### config.mk
export PLATFORM = sky130hd
export DESIGN_NAME = ahb_interconnect
export DESIGN_NICKNAME = d
export VERILOG_FILES = /design/src/rtl/ahb_interconnect.sv
export SDC_FILE = /design/constraint.sdc
export NUM_CORES = 1
export LEC_CHECK = 0
export ABC_AREA = 1
export CORE_AREA = 4 4 125 127
export DETAILED_ROUTE_END_ITERATION = 16
export DIE_AREA = 0 0 129 131
export PLACE_DENSITY_LB_ADDON = 0.25
export SETUP_SLACK_MARGIN = 0.2
export SYNTH_ARGS = -nofsm -noshare
export SYNTH_HDL_FRONTEND = slang
export SYNTH_SLANG_ARGS = --single-unit
### constraint.sdc
create_clock -name clk -period 1.8 [get_ports clk]
set_input_delay 0.36 -clock clk [delete_from_list [all_inputs] [get_ports clk]]
set_output_delay 0.36 -clock clk [all_outputs]
set_load 0.005 [all_outputs]
### src/rtl/ahb_interconnect.sv
// ahb_interconnect: 2-master/2-slave AHB shared bus with round-robin arbiter, MSB address decoder and data-phase response mux.
module ahb_interconnect #(
  parameter int ADDR_W = 32,
  parameter int DATA_W = 32
) (
  input  logic                clk,
  input  logic                rstn,
  input  logic [1:0]          m_hbusreq,
  input  logic [3:0]          m_htrans,
  input  logic [2*ADDR_W-1:0] m_haddr,
  input  logic [1:0]          m_hwrite,
  input  logic [5:0]          m_hsize,
  input  logic [2*DATA_W-1:0] m_hwdata,
  output logic [1:0]          m_hgrant,
  output logic                hmaster,
  output logic [DATA_W-1:0]   hrdata,
  output logic                hready,
  output logic [1:0]          hresp,
  output logic [ADDR_W-1:0]   haddr,
  output logic [1:0]          htrans,
  output logic                hwrite,
  output logic [2:0]          hsize,
  output logic [DATA_W-1:0]   hwdata,
  output logic [1:0]          hsel,
  input  logic [2*DATA_W-1:0] s_hrdata,
  input  logic [1:0]          s_hready,
  input  logic [3:0]          s_hresp
);
  logic owner_q, owner_d;
  logic dp_valid_q, dp_valid_d;
  logic dp_slave_q, dp_slave_d;
  logic dp_master_q, dp_master_d;

  assign hmaster  = owner_q;
  assign m_hgrant = owner_q ? 2'b10 : 2'b01;
  assign haddr    = hmaster ? m_haddr[2*ADDR_W-1:ADDR_W] : m_haddr[ADDR_W-1:0];
  assign htrans   = hmaster ? m_htrans[3:2] : m_htrans[1:0];
  assign hwrite   = hmaster ? m_hwrite[1] : m_hwrite[0];
  assign hsize    = hmaster ? m_hsize[5:3] : m_hsize[2:0];
  assign hsel     = haddr[ADDR_W-1] ? 2'b10 : 2'b01;
  assign hwdata   = dp_master_q ? m_hwdata[2*DATA_W-1:DATA_W] : m_hwdata[DATA_W-1:0];
  // An idle data phase answers OKAY with zero wait states on behalf of no slave.
  assign hready   = dp_valid_q ? s_hready[dp_slave_q] : 1'b1;
  assign hresp    = dp_valid_q ? (dp_slave_q ? s_hresp[3:2] : s_hresp[1:0]) : 2'b00;
  assign hrdata   = dp_valid_q ? (dp_slave_q ? s_hrdata[2*DATA_W-1:DATA_W] : s_hrdata[DATA_W-1:0]) : '0;

  always_comb begin
    owner_d     = (hready && m_hbusreq[~owner_q]) ? ~owner_q : owner_q;
    dp_valid_d  = hready ? htrans[1] : dp_valid_q;
    dp_slave_d  = hready ? haddr[ADDR_W-1] : dp_slave_q;
    dp_master_d = hready ? hmaster : dp_master_q;
  end

  always_ff @(posedge clk) begin
    if (!rstn) begin
      owner_q     <= 1'b0;
      dp_valid_q  <= 1'b0;
      dp_slave_q  <= 1'b0;
      dp_master_q <= 1'b0;
    end else begin
      owner_q     <= owner_d;
      dp_valid_q  <= dp_valid_d;
      dp_slave_q  <= dp_slave_d;
      dp_master_q <= dp_master_d;
    end
  end
endmodule

Yosys cells after proc, flatten, opt, wreduce, memory -nomap -nowiden
Cells that the tools add are included.
Storage, ports and cells
  bits in read-only memories: 0
  logic and storage cells: 24
  register bits after elaboration: 4
  memory bits (writable): 0
  input port bits: 214
  output and inout bits: 110
  bits in latches: 0
  memories kept: 0
Operators by class
  shifts and indexed selects: 0
  reduce and logical (&&, ||, !) cells: 1
  $lt $le $gt $ge: 2
  multiply operators: 0
  add/sub/neg operators: 0
  div/mod/pow operators: 0
  bitwise logic cells: 1
  equal/unequal tests: 0
  mux-type cells: 16
Operators with widths (number)
  32-bit 2-to-1 mux: 4
  2-bit 2-to-1 mux: 5
  1-bit 2-to-1 mux: 6
  1-bit by 2-bit < comparator with 1-bit output (second input constant): 2
  3-bit 2-to-1 mux: 1
  1-bit logical AND: 1
  1-bit NOT: 1

Longest topological paths before layout
  word-level depth: 4
  gate-level depth with buffers: 7
  depth with buffers taken out: 6

Least setup slack after synthesis
No wires, ideal clock.
  kind: reg2out
  start point: register owner_q (netlist: hmaster)
  end point: output haddr[14]
  setup slack: 0.552 ns
  stages on the path, launching flop included: 5
  data required time: 1.440 ns
  path buffers: 2
  data arrival time: 0.888 ns
  cell sequence: dfxtp_1 > buf_4 > clkbuf_1 > nand2_1 > nand2_1
On the way
  longest elaborated chain between the ends: 1
Ends and longest elaborated chain
  start: declaration: line 29  | logic owner_q, owner_d;
  start signal: assignment: line 61  | owner_q <= owner_d;
  32-bit 2-to-1 mux: line 36  | assign haddr = hmaster ? m_haddr[2*ADDR_W-1:ADDR_W] : m_haddr[ADDR_W-1:0];
  end: declaration: line 19  | output logic [ADDR_W-1:0] haddr,
Every way passes these cells.

Final worst setup path
  start point: register dp_master_q
  end point: output hwdata[12]
On the way
  longest elaborated chain between the ends: 1
Ends and longest elaborated chain
  start: declaration: line 32  | logic dp_master_q, dp_master_d;
  start signal: assignment: line 64  | dp_master_q <= dp_master_d;
  32-bit 2-to-1 mux: line 41  | assign hwdata = dp_master_q ? m_hwdata[2*DATA_W-1:DATA_W] : m_hwdata[DATA_W-1:0];
  end: declaration: line 23  | output logic [DATA_W-1:0] hwdata,
Every way passes these cells.

==> flow_summary.ini <==
[timing]
skew_ns = 0.00330
max_freq_mhz = 570
setup_slack_ns = 0.0455
hold_violations = 0
tightestPinTransition_ns = 0.203
setup_tns_ns = 0
post-route-period-util = 0.975
maxSlewViolCount = 0
setup_violations = 0
grt_setup_unrepaired = yes
period_minus_slack_ns = 1.75
slew_headroom = 0.863

[logic_synthesis]
synth_cells = 296
syn_area_per_cell_sq_um = 5.91
synth_seq_cells = 4
ys_seq_area_frac = 0.0458
synth_cell_type_count = 24
syn_nets = 510
ys.warnings.count = 0
netlist_area_sq_um = 1750

[cts]
postCtsHoldBufs = 0
cts_sinks = 4
cts_max_level = 1
tritoncts = yes
root_buffer = clkbuf_16
cts_buffers = 3
path_clk_slew_ns = 0.03
cts_buffer_depth = 2
clock_latency_ns = 0.22

[global_routing]
antenna_found_initial = 1
grt_pass1_vias = 3561
grt_max_degree = 20
grt_pass1_wl_um = 19000
overflow = 0
grtUsageTotal = 0.146

[routing]
num_vias = 3468
first_pass_iters = 4
via_per_inst = 4.07
route.detailed.drc = 0
avgRoutedWirePerCell_um = 16.2
dr.first_iter.drc_count = 50
ant_nets = 0
drt_wl_total_um = 13800

[placed_design]
numPortBuffers = 323
gp_congestion = 0.746
dp.cells = 791
hpwl_um = 9820
pre_cts_ws_ns = -0.228

[flow_run]
drv_cap = 0

[floorplan]
start_util = 0.121
core_area_sq_um = 14400
fp.dieW_um = 129
num_rows = 44
io_pins = 324
dieHeight_um = 131
dieArea_sq_um = 16900

[worst_setup_path]
crit_required_ns = 1.44
regToRegStartpoint = dp_slave_q
regToRegSetupSlack_ns = 0.36
r2r_end = hmaster
worst_ep_arrival_time_ns = 1.39
crit_type = reg2out
startpoint_type = register
cp_max_fo = 8
endpoint_kind = output pin
reg2reg_depth = 9

[hold_path]
hold_path_class = reg2reg
whs_endpoint = dp_master_q
hold_path_depth = 3
min_from = dp_valid_q

[power_and_ir_drop]
clkPwrFrac = 0.139
ir_drop_v = 0.000412
p_sw_frac = 0.319
p_switching_w = 0.000789
combPwrFrac = 0.812
power.leakage_nw = 2.91
power.density_nw_per_um2 = 397
p_int_w = 0.00168
sequentialPowerShare = 0.050

[finish]
multiInputGateArea_sq_um = 1710
areaGrowthSynthToFinish_pct = 256
nets = 884
drive_gt1_frac = 0.436
finalNonFillerCells = 853
regArea_sq_um = 95.1
fillers = 1483

[status]
status = finished clean
-- layout make-up --
cell class	count	share of cell area
Timing Repair Buffer	395	0.656
Sequential cell	4	0.0153
Inverter	5	0.00543
Multi-Input combinational cell	261	0.274
Antenna cell	1	0.000402
Tap cell	184	0.0370
Clock buffer	3	0.0121
-- per-layer routing --
layer,up-vias,track usage,part of all wire
li1,1692,-,-
met1,1547,0.142,0.33
met2,210,0.282,0.53
met3,19,0.0598,0.12
met4,0,0.0395,0.026
met5,-,0,0
-- flip-flops by register name (all words and copies together), names as in the netlist --
register,cells
dp_slave_q,1
dp_master_q,1
hmaster,1
dp_valid_q,1
-- worst max path at each step --
stage	startpoint	to	slack, ns	depth (start not counted)
2_1_floorplan	hmaster	haddr[14]	0.55	4
3_3_place_gp	m_htrans[3]	htrans[1]	-0.26	5
3_5_place_dp	m_htrans[3]	htrans[1]	-0.23	5
4_1_cts	dp_slave_q	hrdata[16]	0.04	5
5_1_grt	dp_master_q	hwdata[12]	0.02	5
6_report	dp_master_q	hwdata[12]	0.05	5
-- cell families after synthesis --
kind of cell / after synthesis / share of synthesized area
muxes: 32 / 0.268
AOI/OAI and AO/OA: 39 / 0.112
buffers and inverters: 31 / 0.145
DFF: 4 / 0.0458
and+or+nand+nor: 190 / 0.429
-- worst max-delay path, cell delays in order, from the launching register on --
cell and delay, ns:
dfxtp_4 0.35, buf_12 0.13, buf_12 0.12, buf_16 0.14, mux2_4 0.30, buf_6 0.12
-- cells in the final DEF, fill, tap and decap left out, types with 5 or more instances in the layout --
| master | count |
|---|---|
| clkdlybuf4s50_1 | 210 |
| nand2_1 | 83 |
| buf_6 | 63 |
| nor2_1 | 48 |
| buf_2 | 46 |
| mux2_4 | 32 |
| nand2_2 | 23 |
| buf_4 | 18 |
| clkbuf_2 | 16 |
| o21ai_2 | 15 |
| nor2_2 | 14 |
| o21ai_1 | 14 |
| buf_12 | 14 |
| buf_16 | 13 |
| nand2_4 | 10 |
| nor2_4 | 7 |
| o21ai_0 | 5 |
| buf_8 | 5 |
-- through the flow --
step	total power [W]	cell area [sq um]	hold WS [ns]	util
detailed placement	0.00167	5150	0.690	0.357
global placement	0.00166	5150	0.681	0.357
global route	0.00263	6220	0.747	0.432
floorplan	0.000628	1750	0.481	-
finish	0.00247	6220	0.718	0.432
CTS	0.00231	5850	0.720	0.406
-- power by group through the flow --
stage | Clock [W] | Combinational (W) | Sequential [W]
finish | 0.000343 | 0.00201 | 0.000122
detailed placement | 0 | 0.00156 | 0.000109
global route | 0.000351 | 0.00215 | 0.000125
global placement | 0 | 0.00155 | 0.000109
CTS | 0.000347 | 0.00184 | 0.000123
floorplan | 0 | 0.000525 | 0.000103
-- synthesized netlist by cell type, drive strengths merged --
| library cell | n | share of area |
|---|---|---|
| nand2 | 116 | 0.25 |
| nor2 | 69 | 0.15 |
| o21ai | 35 | 0.10 |
| mux2 | 32 | 0.27 |
| buf | 22 | 0.12 |
| inv | 5 | 0.012 |
| a21oi | 4 | 0.011 |
| clkbuf | 4 | 0.010 |
| dfxtp | 4 | 0.046 |
| nand3 | 3 | 0.019 |
| nand4 | 1 | 0.0036 |
| or2 | 1 | 0.0036 |
-- repair_timing --
| item | 4_1_cts | 5_1_grt |
|---|---|---|
| setup endpoints to repair | 110 | 93 |
| pin swaps | 10 | 28 |
| cloned | 13 | 1 |
| gates resized for setup | 461 | 168 |
| buffers inserted | 31 | 13 |
No activity file was read; power rests on OpenSTA's default activity.
